## config.mk

```make
export PLATFORM = sky130hd
export DESIGN_NAME = nios_system_nios2_div_cell
export DESIGN_NICKNAME = d
export VERILOG_FILES = /design/src/rtl/nios_system_nios2_div_cell.sv
export SDC_FILE = /design/constraint.sdc
export NUM_CORES = 1
export LEC_CHECK = 0
export CAP_MARGIN = 20
export CELL_PAD_IN_SITES_DETAIL_PLACEMENT = 1
export CELL_PAD_IN_SITES_GLOBAL_PLACEMENT = 2
export CORE_MARGIN = 2
export CORE_UTILIZATION = 31
export CTS_CLUSTER_DIAMETER = 80
export DETAILED_ROUTE_END_ITERATION = 12
export PLACE_DENSITY_LB_ADDON = 0.1
export SLEW_MARGIN = 20
export SYNTH_ARGS = -nofsm -noshare
export SYNTH_HDL_FRONTEND = slang
export SYNTH_SLANG_ARGS = --single-unit
```

## constraint.sdc

```tcl
create_clock -name clk -period 3.2 [get_ports clk]
set_clock_uncertainty 0.1 [all_clocks]
set_input_delay 0.48 -clock clk [delete_from_list [all_inputs] [get_ports clk]]
set_output_delay 0.48 -clock clk [all_outputs]
set_load 0.1 [all_outputs]
```

## src/rtl/nios_system_nios2_div_cell.sv

```systemverilog
// Multi-cycle 32-bit radix-2 restoring divider (div/divu) for the Nios II M-stage.
// Fixed 33-cycle latency: 32 CALC iterations plus one FIXUP cycle that registers the results.
module nios_system_nios2_div_cell (
  input  logic        clk,
  input  logic        reset_n,
  input  logic        M_div_start,
  input  logic        M_div_signed,
  input  logic [31:0] M_div_src1,
  input  logic [31:0] M_div_src2,
  output logic        M_div_busy,
  output logic        M_div_done,
  output logic [31:0] M_div_cell_result,
  output logic [31:0] M_div_cell_remainder
);

  typedef enum logic [1:0] {
    IDLE  = 2'd0,
    CALC  = 2'd1,
    FIXUP = 2'd2
  } state_t;

  state_t      state;
  state_t      state_nxt;

  logic        load;
  logic        step;
  logic        fix;

  logic        q_neg;
  logic        r_neg;
  logic [4:0]  count;
  logic [31:0] rem;
  logic [31:0] quo;
  logic [31:0] dvs;

  logic [31:0] mag1;
  logic [31:0] mag2;
  logic [32:0] rem_sh;
  logic [32:0] trial;
  logic        trial_ok;

  // The most negative operand maps to itself, which reads correctly as unsigned 2^31.
  assign mag1 = (M_div_signed && M_div_src1[31]) ? (32'd0 - M_div_src1) : M_div_src1;
  assign mag2 = (M_div_signed && M_div_src2[31]) ? (32'd0 - M_div_src2) : M_div_src2;

  // The kept remainder is always below the divisor, so 32 bits of storage suffice;
  // only the shifted value and the trial difference need the 33rd bit.
  assign rem_sh   = {rem, quo[31]};
  assign trial    = rem_sh - {1'b0, dvs};
  assign trial_ok = ~trial[32];

  always_ff @(posedge clk or negedge reset_n) begin
    if (!reset_n) begin
      state <= IDLE;
    end else begin
      state <= state_nxt;
    end
  end

  always_comb begin
    state_nxt = state;
    load      = 1'b0;
    step      = 1'b0;
    fix       = 1'b0;
    case (state)
      IDLE: begin
        if (M_div_start) begin
          load      = 1'b1;
          state_nxt = CALC;
        end
      end
      CALC: begin
        step = 1'b1;
        if (count == 5'd31) begin
          state_nxt = FIXUP;
        end
      end
      FIXUP: begin
        fix       = 1'b1;
        state_nxt = IDLE;
      end
      default: state_nxt = IDLE;
    endcase
  end

  always_ff @(posedge clk or negedge reset_n) begin
    if (!reset_n) begin
      q_neg                <= 1'b0;
      r_neg                <= 1'b0;
      count                <= 5'd0;
      rem                  <= 32'd0;
      quo                  <= 32'd0;
      dvs                  <= 32'd0;
      M_div_done           <= 1'b0;
      M_div_cell_result    <= 32'd0;
      M_div_cell_remainder <= 32'd0;
    end else begin
      M_div_done <= fix;
      if (load) begin
        q_neg <= M_div_signed & (M_div_src1[31] ^ M_div_src2[31]);
        r_neg <= M_div_signed & M_div_src1[31];
        quo   <= mag1;
        dvs   <= mag2;
        rem   <= 32'd0;
        count <= 5'd0;
      end
      if (step) begin
        rem   <= trial_ok ? trial[31:0] : rem_sh[31:0];
        quo   <= {quo[30:0], trial_ok};
        count <= count + 5'd1;
      end
      if (fix) begin
        M_div_cell_result    <= q_neg ? (32'd0 - quo) : quo;
        M_div_cell_remainder <= r_neg ? (32'd0 - rem) : rem;
      end
    end
  end

  assign M_div_busy = (state != IDLE);

endmodule

```

After elaboration in Yosys (flattened, before gate mapping)

Cells that the tools add are included.

Output and inout bits: 66
Register bits: 170
Input port bits: 68

Add/subtract/negate cells: 6
Eq/ne operators: 5
Multiplexer cells: 18
Bitwise logic cells: 4
Reductions and logical operators: 6

Operators by type and width:

| kind                                               | count |
|---|---|
| two-way mux 32 bit                                 | 9 |
| subtractor 1 x 32 -> 32 bit (first input constant) | 4 |
| subtractor 33 x 32 -> 33 bit                       | 1 |
| two-way mux 5 bit                                  | 2 |
| adder 5 x 1 -> 5 bit (second input constant)       | 1 |
| == test 5 bit (second input constant)              | 1 |
| two-way mux 1 bit                                  | 4 |
| two-way mux 2 bit                                  | 2 |
| != test 2 bit (second input constant)              | 2 |
| case mux 2 bit (2 select lines)                    | 1 |
| nonzero test 2 bit                                 | 2 |
| AND 1 bit                                          | 2 |
| == test 2 x 1 -> 1 bit (second input constant)     | 1 |
| == test 2 bit (second input constant)              | 1 |
| logical AND 1 bit                                  | 2 |
| logical NOT 2 bit                                  | 1 |
| AND reduction 2 bit                                | 1 |
| inverter 1 bit                                     | 1 |
| XOR 1 bit                                          | 1 |

Depth between registers and ports, before layout

Gate-level depths: netlist of the first run.

Word-level depth: 4
Mapped depth: 14
Depth with buffers taken out: 12

Least setup slack after synthesis of the first run

Ideal clock, no wire load.

Path kind: register -> register
Start: register quo[31]
End: register rem[2]
Slack: 15 ps
Data arrival time: 2951 ps
Stages on the path, launching flop included: 15
Setup time: 135 ps
Cells stage by stage: dfrtp_1 inv_1 ha_1 fa_1 nor2b_1 o2111ai_1 a31oi_1 o21ai_1 o41a_1 o22ai_1 o21bai_1 buf_2 buf_4 mux2i_1 o21ai_0

Longest elaborated chain between the ends: 3

Ends and longest elaborated chain:

| what                         | RTL line | source |
|---|---|---|
| start: declaration           | 33       | `logic [31:0] quo;` |
| start signal: assignment     | 102      | `quo <= mag1;` |
| start signal: assignment     | 109      | `quo <= {quo[30:0], trial_ok};` |
| subtractor 33 x 32 -> 33 bit | 49       | `assign trial = rem_sh - {1'b0, dvs};` |
| two-way mux 32 bit           | 108      | `rem <= trial_ok ? trial[31:0] : rem_sh[31:0];` |
| two-way mux 32 bit           | 107      | `if (step) begin` |
| end signal: assignment       | 108      |  |
| end: declaration             | 32       | `logic [31:0] rem;` |

Every way passes these cells.
A chain may end at the register's enable or synchronous reset.

Final worst setup path of the first run

Start: register dvs[0]
End: register rem[26]

Longest elaborated chain between the ends: 3

Ends and longest elaborated chain:

| what                         | RTL line | source |
|---|---|---|
| start: declaration           | 34       | `logic [31:0] dvs;` |
| start signal: assignment     | 103      | `dvs <= mag2;` |
| subtractor 33 x 32 -> 33 bit | 49       |  |
| two-way mux 32 bit           | 108      |  |
| two-way mux 32 bit           | 107      |  |

Every way passes these cells.

==> results of run 1 <==
==> routing by layer <==
layer / wire [um] / GRT usage (%)
met5: 0 / 0
met4: 329 / 4.349
met3: 916 / 2.156
met2: 14640 / 29.06
met1: 18340 / 28.85
==> cells by family after synthesis <==
group	synth area share [%]
simple gates	16.13
compound gates	21.95
mux	2.747
fa+ha+maj	4.532
flops	38.91
xor+xnor	11.70
buf+inv	4.029
==> cells in the mapped netlist (all sizes together) (2+ instances only) <==
master   instances  area, sq um
a2111oi          2        17.52
a21boi           4        30.03
a21o            16        120.1
a21oi           55        275.3
a22o             2        17.52
a22oi           25        187.7
a31o             2        17.52
a31oi            7        43.79
a41oi            2        17.52
and2             7        43.79
and3            11        68.82
buf              9        46.29
clkbuf          57        214.0
dfrtp          170         4254
ha              38        475.5
inv             48        180.2
mux2i           30        300.3
nand2          202        758.2
nand2b           9        56.30
nand3           18        90.09
nand3b           5        41.29
nand4            8        50.05
nor2            41        153.9
nor2b            9        56.30
nor3            15        86.34
nor3b            2        15.01
nor4            12        90.09
o2111ai          3        26.28
o211ai           7        52.55
o21a             7        52.55
o21ai          204         1021
o21bai           2        15.01
o221ai           2        17.52
o2bb2a           3        30.03
o31ai           30        239.0
o41ai           14        137.6
or3             15        98.84
or4             17        138.9
xnor2           50        437.9
xor2            96        840.8
==> power by group <==
part           internal (W)  switching (W)
Clock               0.00118       0.000960
Combinational       0.00486        0.00605
Sequential          0.00295       0.000810
Total               0.00899        0.00782
==> cells in the final DEF (no fill, tap or decap), types with 5 or more instances in the layout <==
| master | instances |
|---|---|
| a21o_1 | 16 |
| a21oi_1 | 53 |
| a22oi_1 | 25 |
| a31oi_1 | 6 |
| and2_1 | 7 |
| and3_1 | 11 |
| buf_12 | 9 |
| buf_4 | 209 |
| clkbuf_16 | 18 |
| clkdlybuf4s50_1 | 66 |
| dfrtp_1 | 170 |
| ha_1 | 35 |
| inv_1 | 48 |
| inv_6 | 5 |
| mux2i_1 | 29 |
| nand2_1 | 199 |
| nand2b_1 | 8 |
| nand3_1 | 18 |
| nand4_1 | 8 |
| nor2_1 | 40 |
| nor2b_1 | 7 |
| nor3_1 | 14 |
| nor4_1 | 10 |
| o211ai_1 | 7 |
| o21a_1 | 7 |
| o21ai_0 | 184 |
| o21ai_1 | 14 |
| o21ai_2 | 5 |
| o31ai_1 | 27 |
| o41ai_1 | 12 |
| or3_1 | 9 |
| or3_4 | 6 |
| or4_1 | 13 |
| xnor2_1 | 50 |
| xor2_1 | 96 |
==> sequential cells by signal, indices dropped and copies added, names as in the netlist <==
name / flops
count: 5
quo: 32
r_neg: 1
state: 2
M_div_cell_result: 32
q_neg: 1
dvs: 32
M_div_done: 1
M_div_cell_remainder: 32
rem: 32
==> final timing paths <==
kind	end	slack, ns	depth (start not counted)
max	rem[26]	-0.07	14
min	dvs[18]	0.38	2
max reg2reg	rem[26]	-0.07	14
min reg2reg	dvs[18]	0.38	2
max in group asynchronous	M_div_cell_remainder[10]	1.80	3
min in group asynchronous	quo[6]	0.48	2
==> critical path, delay by kind of cell, from the launching register on <==
| kind | cells | cell delay (ns) |
|---|---|---|
| compound gates | 7 | 1.24 |
| fa+ha+maj | 2 | 0.58 |
| buf+inv | 3 | 0.46 |
| flops | 1 | 0.44 |
| mux | 1 | 0.18 |
| simple gates | 1 | 0.15 |
==> per-stage QoR <==
| step | std cells | setup slack (ns) | power (W) | area [sq um] |
|---|---|---|---|---|
| after CTS | 1977 | -0.05135 | 0.01672 | 14390 |
| after global placement | 1928 | -0.3037 | 0.01355 | 13570 |
| after detailed placement | 1928 | -0.3422 | 0.01377 | 13570 |
| after floorplan | 1268 | 0.01455 | 0.01016 | 10930 |
| final | 1979 | -0.07453 | 0.01681 | 14500 |
| after global routing | 1979 | -0.2284 | 0.01824 | 14500 |
==> layout make-up <==
cell class,instances,area (sq um)
clock buffer,20,446.7
clock inverter,12,136.4
fill,4040,20130
inverter,48,180.2
multi-input combinational,984,6424
sequential,170,4254
tap,455,569.3
timing repair buffer,290,2490
==> timing repair <==
action | in CTS | in global routing
hold buffers | 1 | 0
endpoints found under the setup margin | 33 | 42
pin swaps | 5 | 8
gates resized for setup | 23 | 32
setup buffers | 14 | 3
endpoints found under the hold margin | 50 | 0
cloned | 2 | 1
==> reports/qor.yml, run 1 <==
floorplanning:
  dieWidth_um: 191.8
  core_area_sq_um: 34630
  floorplan.initialDensity_pct: 31.57
  placement_row_count: 68
  chipHeight_um: 191.8
  fp.dieArea_sq_um: 36780
  floorplan.io_pins: 134
setup_path:
  critPathCaptureType: "flip-flop"
  start_kind: "flip-flop"
  crit_path_start: "dvs[0]"
  critical_path.max_fanout: 4
  worst-endpoint-required_ns: 3.42
  timing.critical_path.slowest_stage_cell: "dfrtp_1"
  worst_r2r_startpoint: "dvs[0]"
  cpPeakStageDelay_ns: 0.44
  worst_path_cell_chain: "ha_2 -> fa_2 -> nor2b_4 -> o2111ai_2 -> a31oi_1 -> buf_4 -> o21ai_4 -> o41a_1 -> o22ai_1 -> o21bai_4 -> buf_12 -> clkbuf_16 -> mux2i_1 -> o21ai_1"
  critical_path_arrival_ns: 3.49
  timing_worst_setup_path_type: "flip-flop to flip-flop"
final_layout:
  num-nets-final: 1618
  postLayoutCoreUtil_pct: 41.87
  area.growth.synth_to_final_pct: 32.64
  final_layout_size_suffix_gt1_share_pct: 19.95
  num_antenna_cells: 0
place:
  io_buffers: 133
  gp_routability_congestion: 0.8130
  dp_hpwl_um: 26020
timing:
  worst_slew_pin_slew_ns: 1.110
  max_slew_margin_pct: 25.97
  finalMaxSlewViolations: 0
  unrepaired_setup_endpoints_after_global_routing: "yes"
  achievable-frequency_mhz: 305.4
  final_min_period_over_clock_period_pct: 102.3
  final-hold-violation-count: 0
  report.final.setup_viol: 10
  final.setup.tns_ns: -0.5510
  period_minus_slack_ns: 3.275
  worst_slack_ns: -0.07453
  final.hold.worst_slack_ns: 0.3786
drt:
  ant_nets: 0
  detail_route.wl_per_cell_um: 17.29
  first_iter_violations: 331
  post_route_drc_violation_count: 0
  drtPass1Iterations: 4
  post_drt_via_cell_ratio: 4.979
  routed-via-count: 9854
  route.final.wire_length_um: 34220
logic_synthesis:
  postSynthRegisterBits: 170
  syn-instance-count: 1268
  synth-seq-area-share_pct: 38.91
  syn_nets: 1375
  ys_async_sr_fraction_pct: 100.0
  synthesis.yosys.warnings: 0
  synth_edf_count: 0
  synth_top_flop_cell: "dfrtp_1"
  count_of_different_cell_masters_after_synthesis: 62
  synth.cell_area_sq_um: 10930
  syn-mean-instance-area_sq_um: 8.621
pwr:
  power-per-cell-area_nw_per_um2: 1160
  leakagePower_nw: 6.356
  irDropWorstVdd_uv: 480.2
grt:
  grt-ovfl-total: 0
  overall_track_demand_over_capacity_in_global_routing_pct: 19.12
  grt_pass1_vias: 10190
  grt_max_degree: 71
  initial_antenna_violation_count: 0
  grt_pass1_wl_um: 55390
outcome:
  status: "finished, violations left"
  violations_in_the_final_reports: "negative setup slack"
clocking:
  clockRootBuffer: "clkbuf_16"
  clk_pin_slew_worst_paths_ns: 0.07
  ctsLongestPathBuffers: 2
  clock_tree_from_tritoncts: "yes"
  cts-buffers-inserted: 17
  clock_sink_count: 170
  latest_clock_arrival_within_the_worst_skew_pair_ns: 0.44
  total_number_of_h_tree_levels: 4
hold_path:
  hp-start: "dvs[18]"
  hold_class: "flip-flop to flip-flop"
run:
  max_cap_violations: 0
Note: power is estimated with default switching activity, not from simulation.
==> run 2, diff against run 1 <==
- CTS_BUF_LIST: not set -> sky130_fd_sc_hd__clkbuf_16
==> reports/qor.yml, run 2 (synthesis gave the netlist of run 1 again) <==
outcome:
  status: "finished, violations left"
  violations_in_the_final_reports: "negative setup slack"
timing:
  max_slew_margin_pct: 26.34
  unrepaired_setup_endpoints_after_global_routing: "yes"
  final.setup.tns_ns: -0.5089
  final_min_period_over_clock_period_pct: 102.2
  worst_slack_ns: -0.06957
  report.final.setup_viol: 10
  period_minus_slack_ns: 3.270
  achievable-frequency_mhz: 305.9
  worst_slew_pin_slew_ns: 1.105
  finalMaxSlewViolations: 0
  final-hold-violation-count: 0
clocking:
  latest_clock_arrival_within_the_worst_skew_pair_ns: 0.44
  ctsLongestPathBuffers: 2
  clk_pin_slew_worst_paths_ns: 0.07
  cts-buffers-inserted: 17
  clock_sink_count: 170
  clock_tree_from_tritoncts: "yes"
  total_number_of_h_tree_levels: 4
  clockRootBuffer: "clkbuf_16"
place:
  dp_hpwl_um: 26020
  gp_routability_congestion: 0.8130
  io_buffers: 133
  post_dp_cell_area_sq_um: 13570
setup_path:
  rrSetupSlack_ns: -0.07
  critPathCaptureType: "flip-flop"
  timing_worst_setup_path_type: "flip-flop to flip-flop"
  critical_path.max_fanout: 4
  worst_r2r_startpoint: "dvs[0]"
  cpPeakStageDelay_ns: 0.43
  critical_path_arrival_ns: 3.48
  start_kind: "flip-flop"
  timing.critical_path.slowest_stage_cell: "dfrtp_1"
  worst_r2r_path_depth: 14
  worst-endpoint-required_ns: 3.41
  worst_path_cell_chain: "ha_2 -> fa_2 -> nor2b_4 -> o2111ai_2 -> a31oi_1 -> buf_4 -> o21ai_4 -> o41a_1 -> o22ai_1 -> o21bai_4 -> buf_12 -> clkbuf_16 -> mux2i_1 -> o21ai_1"
  worstReg2RegEnd: "rem[7]"
final_layout:
  num_antenna_cells: 0
  num-nets-final: 1618
  fin_area_sq_um: 14480
  layout_common_cells: "buf_4 (209), nand2_1 (199), o21ai_0 (184)"
  final_layout_size_suffix_gt1_share_pct: 19.82
  layout.cells.most_common: "buf_4"
  area.growth.synth_to_final_pct: 32.49
floorplanning:
  floorplan.io_pins: 134
  floorplan.initialDensity_pct: 31.57
  fp.dieArea_sq_um: 36780
  core_area_sq_um: 34630
  dieWidth_um: 191.8
  placement_row_count: 68
  chipHeight_um: 191.8
grt:
  grt_pass1_wl_um: 55410
  grt-ovfl-total: 0
  initial_antenna_violation_count: 0
  grt_pass1_vias: 10190
  grt_max_degree: 71
  overall_track_demand_over_capacity_in_global_routing_pct: 19.11
pwr:
  power-per-cell-area_nw_per_um2: 1157
  leakagePower_nw: 6.358
  irDropWorstVdd_uv: 478.0
drt:
  drtPass1Iterations: 5
  route.final.wire_length_um: 34140
  first_iter_violations: 327
  detail_route.wl_per_cell_um: 17.25
  routed-via-count: 9842
  post_route_drc_violation_count: 0
  post_drt_via_cell_ratio: 4.973
  ant_nets: 0
hold_path:
  worstHoldEndpoint: "dvs[18]"
  hold_class: "flip-flop to flip-flop"
  hp-start: "dvs[18]"
  worst_hold_path.num_cells: 2
run:
  max_cap_violations: 0
run 2: how the worst max path moves through the flow:
stage	start	endpoint	slack [ns]	depth (start not counted)
global placement	M_div_src1[8]	quo[29]	-0.30	9
CTS	dvs[0]	rem[7]	-0.05	14
floorplan	quo[31]	rem[2]	0.01	14
detailed placement	M_div_src1[8]	quo[27]	-0.34	9
finish	dvs[0]	rem[7]	-0.07	14
global route	dvs[0]	rem[6]	-0.23	14
run 2: repair_timing:
item / 4_1_cts / 5_1_grt
buffers inserted: 14 / 3
setup endpoints to repair: 33 / 42
gates resized for setup: 23 / 31
hold buffers: 1 / 0
pin swaps: 5 / 8
endpoints found under the hold margin: 50 / 0
gates cloned: 2 / 1
run 2: cell type report:
| type | count | area, sq um |
|---|---|---|
| clock buffer | 17 | 425.4 |
| sequential | 170 | 4254 |
| fill | 4043 | 20140 |
| inverter | 48 | 180.2 |
| tap | 455 | 569.3 |
| timing repair buffer | 290 | 2490 |
| multi-input combinational | 984 | 6417 |
| clock inverter | 15 | 147.6 |
run 2: where the power goes:
group | internal, W | switching (W) | leakage, nW
sequential | 0.00295 | 0.000799 | 2.03
combinational | 0.00486 | 0.00605 | 4.05
clock | 0.00115 | 0.000950 | 0.281
total | 0.00896 | 0.00780 | 6.36
run 2: critical path, delay by kind of cell, from the launching register on:
family                     cells  cell delay [ns]
AOI/OAI and AO/OA              7             1.22
adders and majority gates      2             0.58
buffers and inverters          3             0.46
DFF                            1             0.43
muxes                          1             0.19
and+or+nand+nor                1             0.15
run 2: per-layer routing:
layer  track usage [%]  part of all wire, %
met5                 0                    0
met4             4.260                 0.91
met3             2.247                  3.2
met2             29.05                   43
met1             28.82                   53
run 2: per-stage QoR:
step | utilization [%] | cells | setup slack (ns) | power (W) | hold WS (ns)
2_1_floorplan | - | 1268 | 0.01455 | 0.01016 | 0.08441
3_3_place_gp | 39.18 | 1928 | -0.3037 | 0.01355 | 0.3615
3_5_place_dp | 39.18 | 1928 | -0.3422 | 0.01377 | 0.3703
4_1_cts | 41.53 | 1977 | -0.05135 | 0.01669 | 0.3875
5_1_grt | 41.83 | 1979 | -0.2284 | 0.01820 | 0.3974
6_report | 41.83 | 1979 | -0.06957 | 0.01676 | 0.3786
